`src/rtl/redmule_stdio_axi_writer.sv`:
```
// AXI4 single-beat write initiator for console characters and the exit/EOC sequence.
// Optional macro STDIO_BRESP_CHECK_EN adds sticky B-response error tracking (err_o, err_cnt_o).
package redmule_stdio_axi_pkg;
    typedef struct packed {
        logic [3:0]  id;
        logic [31:0] addr;
        logic [7:0]  len;
        logic [2:0]  size;
        logic [1:0]  burst;
        logic        lock;
        logic [3:0]  cache;
        logic [2:0]  prot;
        logic [3:0]  qos;
        logic [3:0]  region;
        logic [5:0]  atop;
        logic [0:0]  user;
    } axi_aw_t;

    typedef struct packed {
        logic [3:0]  id;
        logic [31:0] addr;
        logic [7:0]  len;
        logic [2:0]  size;
        logic [1:0]  burst;
        logic        lock;
        logic [3:0]  cache;
        logic [2:0]  prot;
        logic [3:0]  qos;
        logic [3:0]  region;
        logic [0:0]  user;
    } axi_ar_t;

    typedef struct packed {
        logic [31:0] data;
        logic [3:0]  strb;
        logic        last;
        logic [0:0]  user;
    } axi_w_t;

    typedef struct packed {
        logic [3:0] id;
        logic [1:0] resp;
        logic [0:0] user;
    } axi_b_t;

    typedef struct packed {
        logic [3:0]  id;
        logic [31:0] data;
        logic [1:0]  resp;
        logic        last;
        logic [0:0]  user;
    } axi_r_t;

    typedef struct packed {
        axi_aw_t aw;
        logic    aw_valid;
        axi_w_t  w;
        logic    w_valid;
        logic    b_ready;
        axi_ar_t ar;
        logic    ar_valid;
        logic    r_ready;
    } axi_default_req_t;

    typedef struct packed {
        logic   aw_ready;
        logic   ar_ready;
        logic   w_ready;
        logic   b_valid;
        axi_b_t b;
        logic   r_valid;
        axi_r_t r;
    } axi_default_rsp_t;
endpackage

module redmule_stdio_axi_writer
    import redmule_stdio_axi_pkg::*;
#(
    parameter logic [31:0] STDOUT_ADDR = 32'h2FFF_0004,
    parameter logic [31:0] EXIT_ADDR   = 32'h2FFF_0000,
    parameter logic [31:0] EOC_ADDR    = 32'h2C03_0000,
    parameter logic [3:0]  AXI_ID      = 4'd0,
    parameter int          DATA_W      = 32
) (
    input  logic             clk_i,
    input  logic             rst_i,
    input  logic             char_valid_i,
    output logic             char_ready_o,
    input  logic [7:0]       char_data_i,
    input  logic             exit_valid_i,
    output logic             exit_ready_o,
    input  logic [7:0]       exit_code_i,
    output axi_default_req_t axi_req_o,
    input  axi_default_rsp_t axi_rsp_i,
    output logic             done_o,
    output logic [31:0]      chars_sent_o,
    output logic             err_o,
    output logic [7:0]       err_cnt_o
);
    if (DATA_W != 32) begin : g_bad_data_w
        $fatal(1, "redmule_stdio_axi_writer: DATA_W must be 32");
    end

    typedef enum logic [1:0] {IDLE, SEND, WAIT_B, DONE} state_t;
    typedef enum logic [1:0] {KIND_CHAR, KIND_EXIT, KIND_EOC} kind_t;

    state_t      state_reg, state_next;
    kind_t       kind_reg, kind_next;
    logic [7:0]  data_reg, data_next;
    logic        aw_valid_reg, aw_valid_next;
    logic        w_valid_reg, w_valid_next;
    logic        b_ready_reg, b_ready_next;
    logic        aw_done_reg, aw_done_next;
    logic        w_done_reg, w_done_next;
    logic        exit_ready_reg, exit_ready_next;
    logic [31:0] addr_reg, addr_next;
    logic [31:0] wdata_reg, wdata_next;
    logic        done_reg;
    logic [31:0] chars_sent_reg;

    logic aw_hs, w_hs, b_hs, send_stay;
    logic unused_rsp;

    assign aw_hs = aw_valid_reg & axi_rsp_i.aw_ready;
    assign w_hs  = w_valid_reg & axi_rsp_i.w_ready;
    assign b_hs  = b_ready_reg & axi_rsp_i.b_valid;
    assign unused_rsp = ^axi_rsp_i;

    always_ff @(posedge clk_i) begin
        if (rst_i) begin
            state_reg      <= IDLE;
            kind_reg       <= KIND_CHAR;
            data_reg       <= '0;
            aw_valid_reg   <= 1'b0;
            w_valid_reg    <= 1'b0;
            b_ready_reg    <= 1'b0;
            aw_done_reg    <= 1'b0;
            w_done_reg     <= 1'b0;
            exit_ready_reg <= 1'b0;
            addr_reg       <= '0;
            wdata_reg      <= '0;
            done_reg       <= 1'b0;
            chars_sent_reg <= '0;
        end else begin
            state_reg      <= state_next;
            kind_reg       <= kind_next;
            data_reg       <= data_next;
            aw_valid_reg   <= aw_valid_next;
            w_valid_reg    <= w_valid_next;
            b_ready_reg    <= b_ready_next;
            aw_done_reg    <= aw_done_next;
            w_done_reg     <= w_done_next;
            exit_ready_reg <= exit_ready_next;
            addr_reg       <= addr_next;
            wdata_reg      <= wdata_next;
            if (b_hs && kind_reg == KIND_CHAR) chars_sent_reg <= chars_sent_reg + 32'd1;
            if (b_hs && kind_reg == KIND_EOC) done_reg <= 1'b1;
        end
    end

    always_comb begin
        state_next = state_reg;
        kind_next  = kind_reg;
        data_next  = data_reg;
        unique case (state_reg)
            IDLE: begin
                if (char_valid_i) begin
                    data_next  = char_data_i;
                    kind_next  = KIND_CHAR;
                    state_next = SEND;
                end else if (exit_valid_i) begin
                    data_next  = exit_code_i;
                    kind_next  = KIND_EXIT;
                    state_next = SEND;
                end
            end
            SEND: begin
                if ((aw_done_reg || aw_hs) && (w_done_reg || w_hs)) state_next = WAIT_B;
            end
            WAIT_B: begin
                if (axi_rsp_i.b_valid) begin
                    unique case (kind_reg)
                        KIND_CHAR: state_next = IDLE;
                        KIND_EXIT: begin
                            kind_next  = KIND_EOC;
                            state_next = SEND;
                        end
                        default:   state_next = DONE;
                    endcase
                end
            end
            default: state_next = DONE;
        endcase
    end

    // Completion flags survive only while the block remains in SEND; every SEND entry
    // therefore starts with both valids raised.
    always_comb begin
        send_stay       = (state_reg == SEND) && (state_next == SEND);
        aw_done_next    = send_stay ? (aw_done_reg | aw_hs) : 1'b0;
        w_done_next     = send_stay ? (w_done_reg | w_hs) : 1'b0;
        aw_valid_next   = (state_next == SEND) && !aw_done_next;
        w_valid_next    = (state_next == SEND) && !w_done_next;
        b_ready_next    = (state_next == WAIT_B);
        exit_ready_next = (state_reg == WAIT_B) && axi_rsp_i.b_valid && (kind_reg == KIND_EOC);
        unique case (kind_next)
            KIND_CHAR: begin
                addr_next  = STDOUT_ADDR;
                wdata_next = {24'h0, data_next};
            end
            KIND_EXIT: begin
                addr_next  = EXIT_ADDR;
                wdata_next = {24'h0, data_next};
            end
            default: begin
                addr_next  = EOC_ADDR;
                wdata_next = {1'b1, 23'h0, data_next};
            end
        endcase
    end

    always_comb begin
        axi_req_o          = '0;
        axi_req_o.aw.id    = AXI_ID;
        axi_req_o.aw.addr  = addr_reg;
        axi_req_o.aw.size  = 3'b010;
        axi_req_o.aw.burst = 2'b01;
        axi_req_o.aw_valid = aw_valid_reg;
        axi_req_o.w.data   = wdata_reg;
        axi_req_o.w.strb   = 4'hF;
        axi_req_o.w.last   = 1'b1;
        axi_req_o.w_valid  = w_valid_reg;
        axi_req_o.b_ready  = b_ready_reg;
    end

    assign char_ready_o = (state_reg == IDLE) && char_valid_i && !rst_i;
    assign exit_ready_o = exit_ready_reg;
    assign done_o       = done_reg;
    assign chars_sent_o = chars_sent_reg;

`ifdef STDIO_BRESP_CHECK_EN
    logic       err_reg;
    logic [7:0] err_cnt_reg;

    always_ff @(posedge clk_i) begin
        if (rst_i) begin
            err_reg     <= 1'b0;
            err_cnt_reg <= '0;
        end else if (b_hs && axi_rsp_i.b.resp != 2'b00) begin
            err_reg <= 1'b1;
            if (err_cnt_reg != 8'hFF) err_cnt_reg <= err_cnt_reg + 8'd1;
        end
    end

    assign err_o     = err_reg;
    assign err_cnt_o = err_cnt_reg;
`else
    assign err_o     = 1'b0;
    assign err_cnt_o = '0;
`endif
endmodule

```
`config.mk`:
```
export PLATFORM = sky130hd
export DESIGN_NAME = redmule_stdio_axi_writer
export DESIGN_NICKNAME = d
export VERILOG_FILES = /design/src/rtl/redmule_stdio_axi_writer.sv
export SDC_FILE = /design/constraint.sdc
export NUM_CORES = 1
export LEC_CHECK = 0
export CORE_ASPECT_RATIO = 0.6
export CORE_MARGIN = 2
export CORE_UTILIZATION = 31
export CTS_CLUSTER_SIZE = 28
export DETAILED_ROUTE_END_ITERATION = 12
export PLACE_DENSITY = 0.82
export SYNTH_ARGS = -nofsm -noshare
export SYNTH_HDL_FRONTEND = slang
export SYNTH_SLANG_ARGS = --single-unit
```
`constraint.sdc`:
```
create_clock -name clk_i -period 1.8 [get_ports clk_i]
set_clock_uncertainty 0.15 [all_clocks]
set_input_delay 0.45 -clock clk_i [delete_from_list [all_inputs] [get_ports clk_i]]
set_output_delay 0.45 -clock clk_i [all_outputs]
set_load 0.005 [all_outputs]
```
==> flow_metrics.env <==
export IMPL_finish_utilization_pct=41.4
export IMPL_drtPass1Iterations=4
export IMPL_area_delta_synth_final_pct=31.1
export IMPL_start_kind="register"
export IMPL_relSlewSlack_pct=62.5
export IMPL_min_delay_start="data_reg[1]$_SDFFE_PP0P_"
export IMPL_final_cell_mix="conb_1, buf_4, clkdlybuf4s50_1, dfxtp_1, dlygate4sd2_1"
export IMPL_worstSetupEndpointType="register"
export IMPL_dr_max_layer_used="met4"
export IMPL_final_hold_viol_count=0
export IMPL_ctsHoldBuffers=0
export IMPL_maxCapViolations=0
export IMPL_grt_max_degree=48
export IMPL_synthMuxAreaShare_pct=0.266
export IMPL_wirelength_mm=9.20
export IMPL_initial_core_util_pct=31.5
export IMPL_die_w_um=146
export IMPL_violations="negative setup slack"
export IMPL_place_congestion=0.788
export IMPL_cts_tree="built"
export IMPL_layout_commonest_cell="conb_1"
export IMPL_synth_seq_cells=55
export IMPL_ys_async_sr_fraction_pct=0
export IMPL_ys_types=45
export IMPL_drv_slew=0
export IMPL_syn_area_per_cell_um2=8.34
export IMPL_synthCells=452
export IMPL_dp_cells=724
export IMPL_drt_met1_wl_mm=4.53
export IMPL_r2r_cells=5
export IMPL_fmax_ghz=0.546
export IMPL_routedWlPerCell_um=12.3
export IMPL_ioPinCount=297
export IMPL_crit_required_ns=1.87
export IMPL_synth_adder_area_share_pct=0.332
export IMPL_synthFlopType="dfxtp_1"
export IMPL_hold_class="register to register"
export IMPL_worst_ep_arrival_time_ns=1.91
export IMPL_ir_worst_vdd_mv=0.339
export IMPL_dieArea_um2=13100
export IMPL_ctsHtreeMaxLevel=2
export IMPL_synth_simple_area_share_pct=18.4
export IMPL_ant_nets=0
export IMPL_clockBufferDepth=2
export IMPL_viasPerCell=4.03
export IMPL_cp_max_fo=4
export IMPL_largest_reg_flops=32
export IMPL_whs_endpoint="data_reg[1]$_SDFFE_PP0P_"
export IMPL_final_nets=657
export IMPL_rr_startpoint="chars_sent_o[6]$_SDFFE_PP0P_"
export IMPL_drive_above_1_share_pct=22.6
export IMPL_finalCriticalPeriod_ns=1.83
export IMPL_route_vias_total=3025
export IMPL_setup_viol=2
export IMPL_synth_compound_area_share_pct=12.0
export IMPL_rows=31
export IMPL_r2r_slack_ns=-0.03
export IMPL_clk_pin_slew_worst_paths_ns=0.08
export IMPL_dpl_hpwl_mm=6.69
export IMPL_critPathKind="register to register"
export IMPL_grt_overflow_total=0
export IMPL_clock_sinks=55
export IMPL_synth_seq_area_share_pct=29.2
export IMPL_io_buffer_count=83
export IMPL_route_detailed_drc=0
export IMPL_die_height_um=89.4
export IMPL_setup_ws_ns=-0.0317
export IMPL_grt_pass1_wl_mm=13.1
export IMPL_drtIter0Drc=157
export IMPL_fillCellCount=1203
export IMPL_cts_buffers=5
export IMPL_outcome="complete, but fails checks"
export IMPL_antennaDiodeCount=0
export IMPL_antenna_found_initial=0
export IMPL_fin_area_um2=4940
export IMPL_netlist_area_um2=3770
export IMPL_synth_top_family_by_area="buffers and inverters"
export IMPL_synth_xor_area_share_pct=1.63
export IMPL_instances_no_fill=750
export IMPL_dpl_cell_area_um2=4440
export IMPL_tightest_slew_ns=0.563
export IMPL_yosysWarnings=0
export IMPL_root_buffer="clkbuf_16"
export IMPL_core_area_um2=11900
export IMPL_met2_length_mm=4.21
export IMPL_grt_usage_pct=12.6
export IMPL_p_leak_uw=0.00238
export IMPL_grt_pass1_vias=2486
export IMPL_timing_setup_tns_ns=-0.0457
export IMPL_clk_latency_ns=0.29
export IMPL_rsz0062_at_grt="true"
export IMPL_wl_met3_um=405
export IMPL_whs_path_depth=2
export IMPL_timing_final_crit_share_pct=102
export IMPL_reg2reg_to="chars_sent_o[26]$_SDFFE_PP0P_"
export IMPL_synth_edff_count=0
export IMPL_powerDensity_nw_per_um2=530
-- critical path, cell delays in order (launching register included) --
cell       delay, ns
dfxtp_2         0.33
and4_4          0.25
nand4_4         0.18
clkbuf_16       0.20
or4_4           0.51
a21oi_2         0.14
-- cell usage after synthesis, types with 7 or more instances --
master	n	area (um2)
clkbuf_1	9	33.8
nand3_1	11	55.1
inv_1	7	26.3
or4_1	17	128
buf_4	178	1340
a21oi_1	27	135
o31ai_1	18	135
a221oi_1	8	70.1
nor2_1	21	78.8
nand4_1	10	62.6
dfxtp_1	55	1100
nand2_1	11	41.3
nor3_1	9	45.0
-- cells by family after synthesis --
logic type,after synthesis
other,2
adders and majority gates,1
and+or+nand+nor,114
AOI/OAI and AO/OA,72
xor gates and xnor gates,7
muxes,1
buffers and inverters,200
DFF,55
-- per-stage QoR --
step | power [uW] | hold slack (ns) | setup slack, ns
floorplan | 1760 | 0.281 | 0.00506
global placement | 1660 | 0.308 | -0.647
detailed placement | 1660 | 0.325 | -0.655
CTS | 2640 | 0.332 | -0.00913
global route | 2780 | 0.364 | -0.127
finish | 2620 | 0.345 | -0.0317
-- how the worst max path moves through the flow --
stage / from / endpoint / depth (start not counted)
floorplan: axi_rsp_i[48] / chars_sent_o[14]$_SDFFE_PP0P_ / 5
global placement: axi_rsp_i[48] / chars_sent_o[26]$_SDFFE_PP0P_ / 6
detailed placement: axi_rsp_i[48] / chars_sent_o[29]$_SDFFE_PP0P_ / 6
CTS: char_valid_i / char_ready_o / 3
global route: chars_sent_o[0]$_SDFFE_PP0P_ / chars_sent_o[24]$_SDFFE_PP0P_ / 9
finish: chars_sent_o[6]$_SDFFE_PP0P_ / chars_sent_o[26]$_SDFFE_PP0P_ / 5
-- routing by layer --
metal / up-vias / track usage (%)
met5: - / 0
met4: 0 / 2.65
met3: 5 / 2.96
met2: 83 / 18.8
met1: 1435 / 18.6
li1: 1502 / -
-- power breakdown --
| part | internal [uW] | switching [uW] |
|---|---|---|
| Clock | 523 | 453 |
| Sequential | 1250 | 23.7 |
| Combinational | 169 | 205 |
| Total | 1940 | 682 |
-- repair_timing --
item | CTS | global route
resized for setup | 60 | 45
setup endpoints to repair | 79 | 47
buffers inserted | 9 | 7
gates cloned | 0 | 3
pin swaps | 12 | 15
-- layout make-up --
cell class	instances	area [um2]	share of cell area (%)
clock inverters	2	17.5	0.354
inverters	7	26.3	0.532
repair buffers	156	1470	29.7
multi-input cells	359	1960	39.6
clock buffers	6	129	2.61
well taps	165	206	4.18
flip-flops and latches	55	1140	23.1
(Power assumes the default switching activity.)
